File: src/rtl/sprite_animator.sv
// Player sprite position and walk-cycle animator, stepping once per synchronized frame_clk tick.
// Optional build macro SPRITE_WRAP_EN: wrap to the opposite limit instead of clamping at edges.
module sprite_animator #(
  parameter int X_START  = 304,
  parameter int Y_START  = 214,
  parameter int STEP     = 2,
  parameter int ANIM_DIV = 8,
  parameter int SPRITE_W = 32,
  parameter int SPRITE_H = 52,
  parameter int SCREEN_W = 640,
  parameter int SCREEN_H = 480
) (
  input  logic       Clk,
  input  logic       Reset_n,
  input  logic       frame_clk,
  input  logic [7:0] keycode,
  output logic [9:0] shape_x,
  output logic [9:0] shape_y,
  output logic [3:0] sel,
  output logic       moving
);

  localparam int CW = (ANIM_DIV > 1) ? $clog2(ANIM_DIV) : 1;
  localparam logic [10:0] X_MAX  = 11'(SCREEN_W - SPRITE_W);
  localparam logic [10:0] Y_MAX  = 11'(SCREEN_H - SPRITE_H);
  localparam logic [10:0] STEP11 = 11'(STEP);
  localparam logic [CW-1:0] ANIM_LAST = CW'(ANIM_DIV - 1);

  localparam logic [7:0] KEY_UP    = 8'h1A;
  localparam logic [7:0] KEY_LEFT  = 8'h04;
  localparam logic [7:0] KEY_DOWN  = 8'h16;
  localparam logic [7:0] KEY_RIGHT = 8'h07;

  localparam logic [1:0] DIR_DOWN  = 2'b00;
  localparam logic [1:0] DIR_LEFT  = 2'b01;
  localparam logic [1:0] DIR_RIGHT = 2'b10;
  localparam logic [1:0] DIR_UP    = 2'b11;

  typedef enum logic {IDLE, WALK} state_t;

  state_t        state, state_next;
  logic [1:0]    dir, dir_next;
  logic [1:0]    frame, frame_next;
  logic [CW-1:0] anim_cnt, anim_cnt_next;
  logic [9:0]    pos_x, pos_x_next;
  logic [9:0]    pos_y, pos_y_next;

  logic sync_a, sync_b, sync_prev, tick;
  logic       key_valid;
  logic [1:0] key_dir;
  logic [10:0] x_ext, y_ext;
  logic [10:0] x_dec, x_inc, y_dec, y_inc;
  logic [9:0]  moved_x, moved_y;

  // frame_clk is asynchronous: two flops, then a registered rising-edge detect gives a 1-Clk tick
  always_ff @(posedge Clk or negedge Reset_n) begin
    if (!Reset_n) begin
      sync_a    <= 1'b0;
      sync_b    <= 1'b0;
      sync_prev <= 1'b0;
      tick      <= 1'b0;
    end else begin
      sync_a    <= frame_clk;
      sync_b    <= sync_a;
      sync_prev <= sync_b;
      tick      <= sync_b & ~sync_prev;
    end
  end

  always_comb begin
    key_valid = 1'b1;
    key_dir   = DIR_DOWN;
    case (keycode)
      KEY_UP:    key_dir = DIR_UP;
      KEY_LEFT:  key_dir = DIR_LEFT;
      KEY_DOWN:  key_dir = DIR_DOWN;
      KEY_RIGHT: key_dir = DIR_RIGHT;
      default:   key_valid = 1'b0;
    endcase
  end

  // Candidate positions are computed in 11 bits so that neither edge can alias through a 10-bit wrap
  always_comb begin
    x_ext = {1'b0, pos_x};
    y_ext = {1'b0, pos_y};
`ifdef SPRITE_WRAP_EN
    x_dec = (x_ext >= STEP11) ? x_ext - STEP11 : X_MAX;
    y_dec = (y_ext >= STEP11) ? y_ext - STEP11 : Y_MAX;
    x_inc = (x_ext + STEP11 > X_MAX) ? 11'd0 : x_ext + STEP11;
    y_inc = (y_ext + STEP11 > Y_MAX) ? 11'd0 : y_ext + STEP11;
`else
    x_dec = (x_ext >= STEP11) ? x_ext - STEP11 : 11'd0;
    y_dec = (y_ext >= STEP11) ? y_ext - STEP11 : 11'd0;
    x_inc = (x_ext + STEP11 > X_MAX) ? X_MAX : x_ext + STEP11;
    y_inc = (y_ext + STEP11 > Y_MAX) ? Y_MAX : y_ext + STEP11;
`endif
    moved_x = pos_x;
    moved_y = pos_y;
    case (key_dir)
      DIR_DOWN:  moved_y = y_inc[9:0];
      DIR_LEFT:  moved_x = x_dec[9:0];
      DIR_RIGHT: moved_x = x_inc[9:0];
      default:   moved_y = y_dec[9:0];
    endcase
  end

  always_comb begin
    state_next    = state;
    dir_next      = dir;
    frame_next    = frame;
    anim_cnt_next = anim_cnt;
    pos_x_next    = pos_x;
    pos_y_next    = pos_y;
    if (tick) begin
      if (!key_valid) begin
        state_next    = IDLE;
        frame_next    = 2'd0;
        anim_cnt_next = '0;
      end else begin
        pos_x_next = moved_x;
        pos_y_next = moved_y;
        state_next = WALK;
        if (state == WALK && key_dir == dir) begin
          if (anim_cnt == ANIM_LAST) begin
            anim_cnt_next = '0;
            frame_next    = frame + 2'd1;
          end else begin
            anim_cnt_next = anim_cnt + CW'(1);
          end
        end else begin
          dir_next      = key_dir;
          frame_next    = 2'd0;
          anim_cnt_next = '0;
        end
      end
    end
  end

  always_ff @(posedge Clk or negedge Reset_n) begin
    if (!Reset_n) begin
      state    <= IDLE;
      dir      <= DIR_DOWN;
      frame    <= 2'd0;
      anim_cnt <= '0;
      pos_x    <= 10'(X_START);
      pos_y    <= 10'(Y_START);
    end else begin
      state    <= state_next;
      dir      <= dir_next;
      frame    <= frame_next;
      anim_cnt <= anim_cnt_next;
      pos_x    <= pos_x_next;
      pos_y    <= pos_y_next;
    end
  end

  assign shape_x = pos_x;
  assign shape_y = pos_y;
  assign sel     = {dir, frame};
  assign moving  = (state == WALK);

endmodule

File: config.mk
export PLATFORM = sky130hd
export DESIGN_NAME = sprite_animator
export DESIGN_NICKNAME = d
export VERILOG_FILES = /design/src/rtl/sprite_animator.sv
export SDC_FILE = /design/constraint.sdc
export NUM_CORES = 1
export LEC_CHECK = 0
export BUFFER_PORTS_ARGS = -buffer_cell sky130_fd_sc_hd__buf_4
export CAP_MARGIN = 20
export CORE_ASPECT_RATIO = 2
export CORE_UTILIZATION = 40
export DETAILED_ROUTE_END_ITERATION = 8
export PLACE_DENSITY_LB_ADDON = 0.3
export SLEW_MARGIN = 20
export SYNTH_ARGS = -nofsm -noshare
export SYNTH_HDL_FRONTEND = slang
export SYNTH_SLANG_ARGS = --single-unit
File: constraint.sdc
create_clock -name Clk -period 2.3 [get_ports Clk]
set_input_delay 0.46 -clock Clk [delete_from_list [all_inputs] [get_ports Clk]]
set_output_delay 0.46 -clock Clk [all_outputs]
set_load 0.05 [all_outputs]
Yosys cells after proc, flatten, opt, wreduce, memory -nomap -nowiden
Index checks and enable logic that the tools add are counted.

Flip-flop bits (word level): 32. Input bits: 11. Output and inout bits: 25. Logic and storage cells: 57.

Add/subtract/negate cells: 6. Magnitude comparators: 4. Eq/ne operators: 9. Multiplexer cells: 15. Bitwise operators: 4. Reduce and logical (&&, ||, !) cells: 9.

Operators by type and width (number): 10-bit 2-to-1 mux (4); 10-bit one-hot mux with 2 select lines (2); 10-bit by 2-bit adder with 11-bit output, second input constant (2); 10-bit by 2-bit greater-or-equal comparator with 1-bit output, second input constant (2); 10-bit by 2-bit subtractor with 10-bit output, second input constant (2); 8-bit by 3-bit == test with 1-bit output, second input constant (2); 8-bit by 5-bit == test with 1-bit output, second input constant (2); 11-bit by 10-bit greater-than comparator with 1-bit output, second input constant (1); 11-bit by 9-bit greater-than comparator with 1-bit output, second input constant (1); 3-bit 2-to-1 mux (3); 3-bit AND reduction (3); 2-bit 2-to-1 mux (3); 2-bit one-hot mux with 3 select lines (1); 4-bit OR reduction (1); 3-bit by 1-bit adder with 3-bit output, second input constant (1); 3-bit == test, second input constant (1); 3-bit by 2-bit inequality test with 1-bit output, second input constant (1); 1-bit inverter (3); 2-bit by 1-bit adder with 2-bit output, second input constant (1); 2-bit by 1-bit == test with 1-bit output, second input constant (1); 2-bit == test (1); 2-bit == test, second input constant (1); 2-bit zero test (1); 1-bit 2-to-1 mux (2); 5 further kinds (5).

Depth between registers and ports, before layout
Word-level depth: 6. Mapped depth: 10.

Worst setup path before layout
Ideal clock, no wire load.

Path type: register to register. Start: register pos_x[1], in the netlist shape_x[1]. End: register pos_x[1], in the netlist shape_x[1]. Setup time: 0.098 ns. Arrival: 2.250 ns. Setup slack: -0.047 ns. Cell stages (with the launch flop): 8. Buffers on the path: 0. Period minus slack after synthesis: 2.347 ns. Cell sequence: dfrtp_1 ha_1 or3_1 a311oi_2 a2111oi_4 a211oi_2 nor2_1 o31ai_1.

Longest elaborated chain between the ends: 4. Elaborated cells between the ends (all ways): 7. Classes of those cells: add/sub: 2; order compare: 2; mux: 3.

RTL lines: start, declared (line 45) `logic [9:0] pos_x, pos_x_next;`; start signal, assigned (line 145) `pos_x <= 10'(X_START);`; start signal, assigned (line 152) `pos_x <= pos_x_next;`; 10-bit by 2-bit adder with 11-bit output (line 94) `x_inc = (x_ext + STEP11 > X_MAX) ? X_MAX : x_ext + STEP11;`; 11-bit by 10-bit greater-than comparator with 1-bit output (line 94); 10-bit 2-to-1 mux (line 94); 10-bit one-hot mux with 2 select lines * (line 99) `case (key_dir)`.

Mark *: on every way between the ends. The rest lies on a longest branch, timed or not. A chain may end at the register's enable or synchronous reset.

Final worst setup path
Start: register pos_y[1], in the netlist shape_y[1]. End: register pos_y[1], in the netlist shape_y[1].

Longest elaborated chain between the ends: 4. Elaborated cells between the ends (all ways): 7. Classes of those cells: add/sub: 2; order compare: 2; mux: 3.

RTL lines: start, declared (line 46) `logic [9:0] pos_y, pos_y_next;`; start signal, assigned (line 146) `pos_y <= 10'(Y_START);`; start signal, assigned (line 153) `pos_y <= pos_y_next;`; 10-bit by 2-bit adder with 11-bit output (line 95) `y_inc = (y_ext + STEP11 > Y_MAX) ? Y_MAX : y_ext + STEP11;`; 11-bit by 9-bit greater-than comparator with 1-bit output (line 95); 10-bit 2-to-1 mux (line 95); 10-bit one-hot mux with 2 select lines * (line 99).

Marked as above.

==> results list <==
* Outcome: finished, final reports clean
* CORE AREA: 6260 µm²
- Worst Path Max Fanout: 7
* Post-cts hold buffer count: 0
* Endpoint class of the critical path: register
* Area fraction in compound gates after synthesis: 29.1%
- Yosys printed 0 warnings.
- Counting flops and latches in the post-synthesis netlist gives 30.
- Counting flops with a built-in enable in the synthesized netlist gives 0.
- Summing the areas of all xor and xnor instances in the mapped netlist gives 2.38% of the synthesized area.
* Fill cell total of the finished layout: 615
- Count of cell types in the netlist: 74
* Finish-stage setup viols: 0
- Sequential cells burn between 30% and 40% of the power.
- Once routing completed, OpenROAD measured the worst setup slack at 73.2 ps.
* Clock period minus worst slack: around 2200 ps
- The die covers a little under 7000 µm².
* Main combinational cell family by area after synthesis: compound AO/OA/AOI/OAI gates
- Internal power comes to between 1 and 1.5 mW.
- Part of the power in combinational logic: a little over a fifth
- Dominant cells by area after synthesis: dfrtp_1, dfstp_2, ha_1, nand2_1, a21oi_1
* Average vias per placed instance: 5.88
- Number of buffers inserted by port buffering: 33
* Largest net degree at the start of global routing: 31
* Area delta synth->final: 32.6%
* Total I/O pin count: 36
- Switching share of power: 29.6%
- Data required time of the worst path: about 2500 ps
* # rows: 41
* Max Root-Sink Buffers: 2
- Final WL: 8.03 mm
- Final global-route overflow total: 0
- The number of antenna violations at the first check in global routing is 0.
- Once detail routing completed, the nets flagged for antenna violations numbered 0.
* Ys flop type: dfrtp_1
* Post-synthesis cell count: 311
- Routability-driven placement congestion ratio: around 0.92
* WL/cell: 17.2 µm
* Initial detailed-routing violation count: 125
- The clock network accounts for 41.6% of the total power.
- The critical path in this run is classified as reg2reg.
- After synthesis, the share of cell area in mux cells is 2.09%.
* Floorplan die height: about 120 µm
- Tcrit/Tclk final: 96.8%
* Non-Filler Instances: 467
* Worst slew slack as a fraction of its limit: 64.9%
* Worst skew pair latency: 280 ps
- Count of endpoints failing hold in the final timing report: 0
- The clock tree synthesis step divided the H-tree into 2 levels.
* Antenna Diode Count: 0
- For the pin with the worst max-slew slack, the measured transition is ~520 ps.
- By count the netlist is led by nand2_1, dfrtp_1, nor2_1.
- In this run the biggest area consumer among cell types represents between 20% and 30% of the synthesized area.
* Max-slew violation total from the final report: 0
- Measured along the x axis, the die boundary spans between 50 and 60 µm.
- Clock tree from TritonCTS: yes
* Post-Synth Simple-Gate Area: ~25%
- The worst setup path is launched from a register.
* Power after layout: roughly 1.6 mW
* Cell area after synthesis: 2570 µm²
- For this run, design rule violations remaining after detail routing come to 0.
- Fraction of final layout cells sized beyond drive strength 1: 33.9%
- Fraction of the yosys area taken by sequential cells: between 20 and 30%
- Class of the tightest hold or removal check: in2async
- Of all flip-flops after synthesis, the portion carrying an async set or reset was between 90% and 100%.
* Clock input transition at the sequential cells of the worst setup and hold paths: around 50 ps
- Dominant cell type by area after synthesis: dfrtp_1
- CTS root buf: clkbuf_16
- Power Density: 465 nW/µm²
- The pre-antenna-repair detailed-routing pass consisted of 6 iterations.
- Prior to clock tree synthesis, the placed netlist has a worst setup slack of -121 ps.
- Summing the areas of all fa, ha and maj instances in the mapped netlist gives 4.86% of the synthesized area.
* Via count of the first global-routing pass: 2819
- Overall track demand over capacity in global routing: 25.6%
- In this run the power spent charging and discharging nets is 0.470 mW.
- Post-layout net count: 401
* Most instantiated library cell after synthesis: nand2_1
* Routed via count: 2748
* Maximum clock rate: 0.449 GHz
* Worst-case clock skew: between 5 and 6 ps
- STA puts the critical path data arrival time at around 2400 ps.
- Wire length of the first global-routing pass: roughly 13 mm
* Max IR drop VDD: 447 µV
- Buffers inserted during clock tree synthesis total 5.
- Clock tree sinks: 30
* Dpl hpwl: 6.25 mm
- Dividing the synthesized area by the synthesized cell count gives 8.28 µm².
- Register-to-register path setup slack: 70 ps
* Starting density of the core: 41.1%
* Number of cells after detailed placement: about 460
- Across the run, the number of max-cap violations was 0.
* Total leakage power: 1.40 nW
==> cell families (layout without fill, tap and decap cells) <==
family                     count (synthesis)  in the layout
other                                      1              2
xor gates and xnor gates                   7              7
buffers and inverters                     40            109
muxes                                      5              5
and+or+nand+nor                          113            113
AOI/OAI and AO/OA                        105            105
DFF                                       30             30
adders and majority gates                 10             10
==> final timing paths <==
kind,from,end,cells after the start
min in group Clk,frame_clk,sync_a,1
max in group asynchronous,Reset_n,shape_y[2],1
hold / removal,Reset_n,dir[0],1
hold reg to reg,sync_a,sync_b,0
setup reg to reg,shape_y[1],shape_y[1],7
setup / recovery,shape_y[1],shape_y[1],7
==> timing repair <==
action / in CTS / in global routing
pin swaps: 0 / 2
buffers inserted: 0 / 1
setup endpoints to repair: 1 / 10
gates resized for setup: 1 / 8
==> critical path, cell delays in order (launching register included) <==
cell      delay, ps
dfstp_2         620
inv_1            80
ha_1            340
a21oi_1         190
o221ai_2        150
o211ai_1        320
a21o_1          280
a31o_1          180
==> flip-flops by register name, summed over array words and instances (netlist names) <==
signal / count
sync_a: 1
dir: 2
sync_prev: 1
sync_b: 1
frame: 2
shape_x: 9
shape_y: 9
anim_cnt: 3
moving: 1
tick: 1
==> layout by cell type (no fill, tap or decap), drive strengths merged, types with 3 or more instances in the layout <==
master   synthesis  final
dfrtp           22     22
o31a             3      3
o2111ai          3      3
o22ai            6      6
a21o             4      4
a311oi           3      3
clkbuf           7      6
a22oi            3      3
o21ai           26     26
nor2b            4      4
nor4             6      6
a31oi            5      5
o211ai           7      7
nor2            22     22
mux2             3      3
nand3            9      9
or3              9      9
buf             13     81
o221ai           5      5
a21oi           19     19
dfstp            8      8
nand4            5      5
a211oi           3      3
nand2           26     26
nor3            12     12
inv             20     20
xor2             3      3
ha              10     10
xnor2            4      4
==> area by class of cell <==
| cell class | instances | area (µm²) | share of cell area, % |
|---|---|---|---|
| Clock buffer | 6 | 139 | 4.07 |
| Sequential cell | 30 | 763 | 22.4 |
| Timing Repair Buffer | 81 | 621 | 18.2 |
| Tap cell | 86 | 108 | 3.15 |
| Multi-Input combinational cell | 242 | 1700 | 49.7 |
| Inverter | 20 | 75.1 | 2.20 |
| Clock inverter | 2 | 12.5 | 0.367 |
==> power by group through the flow <==
stage	clock, mW	sequential, mW	combinational (mW)
final	0.660	0.586	0.341
after global routing	0.694	0.591	0.370
after CTS	0.671	0.583	0.331
after detailed placement	0	0.591	0.328
after global placement	0	0.593	0.325
after floorplan	0	0.628	0.164
==> per-stage QoR <==
step           utilization [%]  area (µm²)  hold slack [ps]  TNS (ps)
2_1_floorplan                -        2580              164         0
3_3_place_gp              51.2        3200              336     -87.8
3_5_place_dp              51.2        3200              340      -818
4_1_cts                   53.7        3360              116         0
5_1_grt                   54.5        3410              131   -0.0471
6_report                  54.5        3410              105         0
==> metal layers <==
| metal | track usage [%] | share of wire [%] | vias up |
|---|---|---|---|
| li1 | - | - | 1304 |
| met1 | 24.0 | 34 | 1317 |
| met2 | 48.2 | 57 | 92 |
| met3 | 2.34 | 2.8 | 35 |
| met4 | 20.0 | 6.4 | 0 |
| met5 | 0 | 0 | - |
No activity file was read; power rests on OpenSTA's default activity.
